`config.mk`:
```
export PLATFORM = sky130hd
export DESIGN_NAME = word16_serializer
export DESIGN_NICKNAME = d
export VERILOG_FILES = /design/src/rtl/ser_pkg.sv /design/src/rtl/ser_shift_reg.sv /design/src/rtl/word16_serializer.sv
export SDC_FILE = /design/constraint.sdc
export NUM_CORES = 1
export LEC_CHECK = 0
export CAP_MARGIN = 10
export CORE_UTILIZATION = 45
export CTS_BUF_LIST = sky130_fd_sc_hd__clkbuf_16
export CTS_CLUSTER_SIZE = 10
export DETAILED_ROUTE_END_ITERATION = 6
export MAX_ROUTING_LAYER = met4
export PLACE_DENSITY = 0.82
export SYNTH_ARGS = -nofsm -noshare
export SYNTH_HDL_FRONTEND = slang
export SYNTH_SLANG_ARGS = --single-unit
```
`constraint.sdc`:
```
create_clock -name CK -period 2.5 [get_ports CK]
set_clock_uncertainty 0.1 [all_clocks]
set_input_delay 0.625 -clock CK [delete_from_list [all_inputs] [get_ports CK]]
set_output_delay 0.625 -clock CK [all_outputs]
set_load 0.02 [all_outputs]
```
`src/rtl/ser_pkg.sv`:
```
// Shared types and sizing helpers for the word serializer and its future deserializer.
package ser_pkg;

  typedef enum logic [1:0] {
    IDLE  = 2'd0,
    SHIFT = 2'd1,
    PAR   = 2'd2,
    GAPW  = 2'd3
  } ser_state_t;

  localparam int W_DEF     = 16;
  localparam int CNT_W     = $clog2(W_DEF);
  localparam int GAP_CNT_W = 4;

  function automatic int cnt_width(input int w);
    return $clog2(w);
  endfunction

endpackage

```
`src/rtl/ser_shift_reg.sv`:
```
// Loadable W-bit shift register with selectable shift direction.
// With SER_PARITY_EN defined it also keeps a running XOR of the bits shifted out.
module ser_shift_reg #(
  parameter int W         = 16,
  parameter bit MSB_FIRST = 1'b1
) (
  input  logic         clk,
  input  logic         rst,
  input  logic         load,
  input  logic         shift,
  input  logic [W-1:0] d,
`ifdef SER_PARITY_EN
  output logic         par_o,
`endif
  output logic         bit_o
);

  logic [W-1:0] sr_q, sr_d;

  assign bit_o = MSB_FIRST ? sr_q[W-1] : sr_q[0];

  always_comb begin
    sr_d = sr_q;
    if (load) begin
      sr_d = d;
    end else if (shift) begin
      sr_d = MSB_FIRST ? {sr_q[W-2:0], 1'b0} : {1'b0, sr_q[W-1:1]};
    end else begin
      sr_d = sr_q;
    end
  end

  always_ff @(posedge clk or posedge rst) begin
    if (rst) sr_q <= {W{1'b0}};
    else     sr_q <= sr_d;
  end

`ifdef SER_PARITY_EN
  logic par_q, par_d;

  assign par_o = par_q;

  // After the last shift, par_q equals the XOR of the whole loaded word.
  always_comb begin
    par_d = par_q;
    if (load)       par_d = 1'b0;
    else if (shift) par_d = par_q ^ bit_o;
    else            par_d = par_q;
  end

  always_ff @(posedge clk or posedge rst) begin
    if (rst) par_q <= 1'b0;
    else     par_q <= par_d;
  end
`endif

endmodule

```
`src/rtl/word16_serializer.sv`:
```
// Parallel-word to serial-bit transmitter with valid/ready input and SV/FS/DONE framing.
// Optional even-parity bit after each frame: define SER_PARITY_EN.
module word16_serializer
  import ser_pkg::*;
#(
  parameter int W         = 16,
  parameter bit MSB_FIRST = 1'b1,
  parameter int GAP       = 0
) (
  input  logic         CK,
  input  logic         CLR,
  input  logic [W-1:0] D,
  input  logic         DV,
  output logic         RDY,
  output logic         SO,
  output logic         SV,
  output logic         FS,
  output logic         DONE
);

  localparam int CW = cnt_width(W);
  localparam logic [CW-1:0] CNT_LAST = CW'(W - 1);
  localparam logic [CW-1:0] CNT_ONE  = CW'(1);
  localparam logic [GAP_CNT_W-1:0] GAP_ONE = GAP_CNT_W'(1);
  // The IDLE accept cycle is itself one gap cycle, so GAPW covers GAP-1 of them.
  localparam logic [GAP_CNT_W-1:0] GAP_LOAD = GAP_CNT_W'((GAP > 1) ? GAP - 2 : 0);
  localparam ser_state_t POST_STATE = (GAP > 1) ? GAPW : IDLE;
`ifdef SER_PARITY_EN
  localparam bit PAR_EN = 1'b1;
`else
  localparam bit PAR_EN = 1'b0;
`endif
  localparam bit STREAM_SHIFT = (GAP == 0) && !PAR_EN;

  ser_state_t             state_q, state_d;
  logic [CW-1:0]          cnt_q, cnt_d;
  logic [GAP_CNT_W-1:0]   gap_q, gap_d;
  logic                   so_q, so_d;
  logic                   sv_q, sv_d;
  logic                   fs_q, fs_d;
  logic                   done_q, done_d;
  logic                   rdy_s, accept_s, load_s, shift_s, bit_s;
`ifdef SER_PARITY_EN
  logic                   par_s;
`endif

  ser_shift_reg #(
    .W         (W),
    .MSB_FIRST (MSB_FIRST)
  ) u_shift (
    .clk   (CK),
    .rst   (CLR),
    .load  (load_s),
    .shift (shift_s),
    .d     (D),
`ifdef SER_PARITY_EN
    .par_o (par_s),
`endif
    .bit_o (bit_s)
  );

  always_comb begin
    case (state_q)
      IDLE:    rdy_s = 1'b1;
      SHIFT:   rdy_s = STREAM_SHIFT && (cnt_q == {CW{1'b0}});
      PAR:     rdy_s = (GAP == 0);
      GAPW:    rdy_s = 1'b0;
      default: rdy_s = 1'b0;
    endcase
  end

  // Gated by CLR so nothing is advertised while reset is held.
  assign RDY      = rdy_s & ~CLR;
  assign accept_s = DV & RDY;

  always_comb begin
    state_d = state_q;
    cnt_d   = cnt_q;
    gap_d   = gap_q;
    so_d    = so_q;
    sv_d    = 1'b0;
    fs_d    = 1'b0;
    done_d  = 1'b0;
    load_s  = 1'b0;
    shift_s = 1'b0;
    case (state_q)
      IDLE: begin
        if (accept_s) begin
          load_s  = 1'b1;
          cnt_d   = CNT_LAST;
          state_d = SHIFT;
        end else begin
          state_d = IDLE;
        end
      end
      SHIFT: begin
        so_d    = bit_s;
        sv_d    = 1'b1;
        fs_d    = (cnt_q == CNT_LAST);
        shift_s = 1'b1;
        if (cnt_q == {CW{1'b0}}) begin
          done_d = ~PAR_EN;
          if (PAR_EN) begin
            state_d = PAR;
          end else if (accept_s) begin
            load_s  = 1'b1;
            cnt_d   = CNT_LAST;
            state_d = SHIFT;
          end else begin
            state_d = POST_STATE;
            gap_d   = GAP_LOAD;
          end
        end else begin
          cnt_d = cnt_q - CNT_ONE;
        end
      end
      PAR: begin
`ifdef SER_PARITY_EN
        so_d   = par_s;
        sv_d   = 1'b1;
        done_d = 1'b1;
        if (accept_s) begin
          load_s  = 1'b1;
          cnt_d   = CNT_LAST;
          state_d = SHIFT;
        end else begin
          state_d = POST_STATE;
          gap_d   = GAP_LOAD;
        end
`else
        state_d = IDLE;
`endif
      end
      GAPW: begin
        if (gap_q == {GAP_CNT_W{1'b0}}) state_d = IDLE;
        else                            gap_d   = gap_q - GAP_ONE;
      end
      default: state_d = IDLE;
    endcase
  end

  always_ff @(posedge CK or posedge CLR) begin
    if (CLR) begin
      state_q <= IDLE;
      cnt_q   <= {CW{1'b0}};
      gap_q   <= {GAP_CNT_W{1'b0}};
      so_q    <= 1'b0;
      sv_q    <= 1'b0;
      fs_q    <= 1'b0;
      done_q  <= 1'b0;
    end else begin
      state_q <= state_d;
      cnt_q   <= cnt_d;
      gap_q   <= gap_d;
      so_q    <= so_d;
      sv_q    <= sv_d;
      fs_q    <= fs_d;
      done_q  <= done_d;
    end
  end

  assign SO   = so_q;
  assign SV   = sv_q;
  assign FS   = fs_q;
  assign DONE = done_q;

endmodule

```
Yosys cells after proc, flatten, opt, wreduce, memory -nomap -nowiden. Cells that the tools add are included.

Register bits after elaboration: 30. Output and inout port bits: 5. Word-level logic and storage cells: 51.

$add $sub $neg: 2. Equality and inequality tests: 8. Multiplexer cells: 21. Bitwise logic cells: 3. Reduce and logical (&&, ||, !) cells: 9.

Operators by type and width (count): $mux W16 (2); $mux W4 (5); $pmux W4 S2 (2); $logic_not A4 Y1 (2); $ne A2 B2 Y1 const B (4); $pmux W2 S4 (1); $sub A4 B1 Y4 const B (2); $mux W1 (7); $reduce_bool A2 Y1 (3); $eq A2 B2 Y1 const B (2); $eq A4 B4 Y1 const B (1); $mux W2 (2); $reduce_and A4 Y1 (1); $pmux W1 S3 (1); $and A1 B1 Y1 (2); $eq A2 B1 Y1 const B (1); $logic_not A2 Y1 (1); $pmux W1 S2 (1); $reduce_and A2 Y1 (1); $reduce_or A2 Y1 (1); $not A1 Y1 (1).

Depth between registers and ports, before layout.
Depth after elaboration: 9. Gate-level depth with buffers: 6. Depth with buffers taken out: 5.

Hierarchy. Synthesis repeated with hierarchy kept, for this count alone.

Cell total of the unflattened synthesis: 112. Area total of the unflattened synthesis: 1196.1 µm².

Modules (own cells, without submodules): ser_shift_reg (times used 1, cells an instance 70, area each 745.7 µm², sequential area each 400.4 µm²); word16_serializer (times used 1, cells an instance 42, area each 450.4 µm², sequential area each 225.2 µm²).

Least setup slack after synthesis. OpenSTA, ideal clock, no wires.

Path kind: register to output. Start: register cnt_q[0]. End: output port RDY. Data arrival time: 1.425 ns. Data required time: 1.775 ns. Slack: 0.350 ns. Cell stages (with the launch flop): 5. Path buffers: 0. Cell sequence: dfrtp_1 -> inv_1 -> ha_1 -> or3b_4 -> a21oi_1.

Cells in the longest elaborated chain, start to end: 3.

Ends and longest elaborated chain: start, declared (RTL line word16_serializer.sv:36) `logic [CW-1:0] cnt_q, cnt_d;`; start signal, assigned (RTL line word16_serializer.sv:145) `cnt_q <= {CW{1'b0}};`; start signal, assigned (RTL line word16_serializer.sv:153) `cnt_q <= cnt_d;`; $logic_not A4 Y1 (RTL line word16_serializer.sv:65) `SHIFT: rdy_s = STREAM_SHIFT && (cnt_q == {CW{1'b0}});`; $pmux W1 S3 (RTL line word16_serializer.sv:63) `case (state_q)`; $and A1 B1 Y1 (RTL line word16_serializer.sv:73) `assign RDY = rdy_s & ~CLR;`; end, declared (RTL line word16_serializer.sv:14) `output logic RDY,`.

Every way passes these cells.

Final worst setup path. Same ends and word-level chain as after synthesis.

==> implementation parameters <==
Parameter                              Value

STA
  Count of pins over their slew limit    0
  Worst hold slack across all endpoints    403 ps
  Worst slew margin relative to its limit    27.4%
  Fmax    413 MHz
  Number of setup violations in the final report    0
  Post-route clock period utilization    96.8%
  Unrepaired setup endpoints after global routing    no
  Final worst path period need    2420 ps
  Setup WS post-layout    80.4 ps
  Final-report hold violation count    0
  Transition time at the pin with the least slew margin    1080 ps

Finish
  Fraction of final layout cells sized beyond drive strength 1    26.4%
  FILL cells    197
  Nets@finish    147
  Diode count    0
  Final std cells w/o fill    155
  Final std cell area, no fill    1540 µm²
  Utilization after layout    62.9%
  Area Growth Syn to Fin    33.5%

Worst setup path
  Maximum single-stage delay on the critical path    380 ps
  Type of destination of the critical path    primary output
  Setup Crit Path Kind    reg2out
  Worst Path Arrival    1690 ps
  Chain of cells forming the critical path    inv_1 > ha_1 > or3b_4 > a21oi_1 > clkdlybuf4s15_1
  Required time of the critical path    1770 ps
  Worst path slowest cell    sky130_fd_sc_hd__or3b_4
  Setup slack, reg-to-reg    260 ps
  Total buffers and inverters traversed by the critical path    2
  Critical path startpoint category    flip-flop
  Largest delay contributor family on the critical path    buffers and inverters
  CP Max Fanout    2

Synth
  Count of unique library cells instantiated by Yosys    31
  Post-synth EDFFs    0
  Sequential share of the synthesized area    54.1%
  Cell Area, Synth    1160 µm²
  Mean instance size in the synthesized netlist    12.0 µm²
  Post-synth ARST share    100%
  Cell count after synthesis    96
  Number of warnings issued by yosys    0
  Synthesized Nets    117
  Most frequently used flop master after synthesis    sky130_fd_sc_hd__dfrtp_1
  Flip-flop and latch count after synthesis    25

Clock tree
  Clock Root Buffer    sky130_fd_sc_hd__clkbuf_16
  Maximum buffer depth of the clock tree    2
  Sink Count    25
  Clock transition at path regs    60 ps
  Clock latency reported for the late side of the worst-skew pair    250 ps
  Clock tree from TritonCTS    yes
  Max H-tree Level    1
  Num CTS Buffers    3
  Buffers inserted during post-CTS setup optimization    0
  Number of hold buffers added after CTS    0

Routing
  Detailed Routing Iterations Pass 1    4
  Vias/cell    5.89
  Number of remaining DRC errors    0
  Number of vias in the routed layout    913
  WL/cell    16.7 µm
  Antenna-violating nets left    0
  Initial detailed-routing violation count    20
  Detailed Route WL    2590 µm

Die
  Starting utilization of the core area    47.1%
  DIE HEIGHT    52.7 µm
  Horizontal die dimension    52.7 µm
  Die area    2780 µm²
  Number of top-level design ports    24
  Floorplan row count    18
  Core region area    2450 µm²

Power and ir drop
  Pwr Density    1170 nW/µm²
  Standby leakage power    0.656 nW
  Worst-case vdd ir drop    0.000709 V

GRT
  Antenna violations before repair    0
  Wire length of the first global-routing pass    4140 µm
  Largest net degree at the start of global routing    25
  Total gr overflow    0
  Combined global-route utilization of all metal layers    21.5%
  Via count of the first global-routing pass    932

Hold path
  Worst Hold Class    reg2reg

Placed design
  DP Cell Count    151
  Placed Area    1470 µm²
  Half-perimeter wire length of the detailed placement result    1720 µm
  Placer's final routability congestion estimate    0.779
  DP Worst Slack    -20.6 ps
  Total of buffers placed on input and output ports    23

Run
  Number of max-cap violations    0

Outcome
  Status    finished, final reports clean
-- synthesized netlist by cell type (all sizes together) (2+ instances only) --
cell | count | area [µm²]
dfrtp | 25 | 626
o221a | 15 | 169
or3 | 15 | 93.8
inv | 5 | 18.8
clkbuf | 4 | 15.0
o21ai | 4 | 31.3
nor3 | 3 | 15.0
a21oi | 2 | 10.0
buf | 2 | 16.3
ha | 2 | 25.0
nand2 | 2 | 7.51
nor2 | 2 | 7.51
-- cell families after synthesis --
kind of cell | Yosys count | share of synthesized area, %
AOI/OAI and AO/OA | 26 | 21.6
and+or+nand+nor | 31 | 16.8
adders and majority gates | 2 | 2.16
muxes | 1 | 0.974
buffers and inverters | 11 | 4.33
DFF | 25 | 54.1
-- path summary, 6_finish.rpt --
kind                               start          endpoint  depth (start not counted)
worst max-delay path            cnt_q[0]               RDY                          5
worst min-delay path                  SO                SO                          1
worst max register to register  cnt_q[0]  u_shift.sr_q[15]                          6
worst min register to register        SO                SO                          1
max in group asynchronous            CLR  u_shift.sr_q[14]                          4
min in group asynchronous            CLR        state_q[0]                          3
-- area by class of cell --
cell class	instances	area, µm²	share of cell area [%]
tap	30	37.5	2.43
timing repair buffer	31	303	19.6
clock inverter	1	3.75	0.243
clock buffer	3	75.1	4.86
multi-input combinational	60	480	31.1
inverter	5	18.8	1.22
sequential	25	626	40.5
-- through the flow --
stage          power, mW  setup TNS, ps
6_report            1.81              0
5_1_grt             1.92              0
4_1_cts             1.82              0
3_5_place_dp        1.47          -20.6
3_3_place_gp        1.43          -3.10
2_1_floorplan       1.22              0
-- sequential cells by signal, indices dropped and copies added (netlist names) --
name	cells
cnt_q	4
u_shift.sr_q	16
FS	1
DONE	1
SV	1
state_q	1
SO	1
-- placed cells by master (no fill, tap or decap) --
cell type                         netlist  layout
sky130_fd_sc_hd__or3b_4                 1       1
sky130_fd_sc_hd__o221a_2               15      15
sky130_fd_sc_hd__and3_1                 1       1
sky130_fd_sc_hd__nor3b_1                1       1
sky130_fd_sc_hd__buf_4                  0       7
sky130_fd_sc_hd__mux2_2                 1       1
sky130_fd_sc_hd__or3_1                 15      15
sky130_fd_sc_hd__and4_2                 1       1
sky130_fd_sc_hd__o21ai_0                2       2
sky130_fd_sc_hd__nand2b_1               1       1
sky130_fd_sc_hd__ha_1                   2       2
sky130_fd_sc_hd__a31oi_1                1       1
sky130_fd_sc_hd__nor2_1                 2       2
sky130_fd_sc_hd__buf_12                 0       1
sky130_fd_sc_hd__or2b_1                 1       1
sky130_fd_sc_hd__a311oi_1               1       1
sky130_fd_sc_hd__o21ai_1                1       1
sky130_fd_sc_hd__nor2b_1                1       1
sky130_fd_sc_hd__o211a_1                1       1
sky130_fd_sc_hd__clkbuf_16              0       3
sky130_fd_sc_hd__o22ai_1                1       1
sky130_fd_sc_hd__nor3_1                 3       3
sky130_fd_sc_hd__clkdlybuf4s15_1        0       1
sky130_fd_sc_hd__o21ai_4                1       1
sky130_fd_sc_hd__and2b_2                1       1
sky130_fd_sc_hd__inv_2                  1       1
sky130_fd_sc_hd__dfrtp_1               25      25
sky130_fd_sc_hd__clkdlybuf4s50_1        0      22
sky130_fd_sc_hd__inv_1                  4       5
sky130_fd_sc_hd__a21oi_1                2       2
sky130_fd_sc_hd__a31o_2                 1       1
sky130_fd_sc_hd__nor4_1                 1       1
sky130_fd_sc_hd__nand2_1                2       2
-- metal layers --
layer	vias up	part of all wire, %	track usage (%)
met1	455	42	23.9
met2	24	51	37.1
met4	0	1.4	11.4
met3	5	4.8	2.90
met5	-	0	-
li1	429	-	-
-- repair_timing --
action                                  CTS  global route
gates resized for setup                   1             1
endpoints found under the setup margin    1             1
endpoints found under the hold margin     0             0
-- power by group --
part           internal (mW)  total, mW  switching [mW]  leakage [nW]
Sequential             0.592      0.698           0.106         0.293
Clock                  0.213      0.342           0.129        0.0423
Combinational          0.418      0.767           0.349         0.320
Total                   1.22       1.81           0.583         0.656
Power figures use the tool's default switching activity.
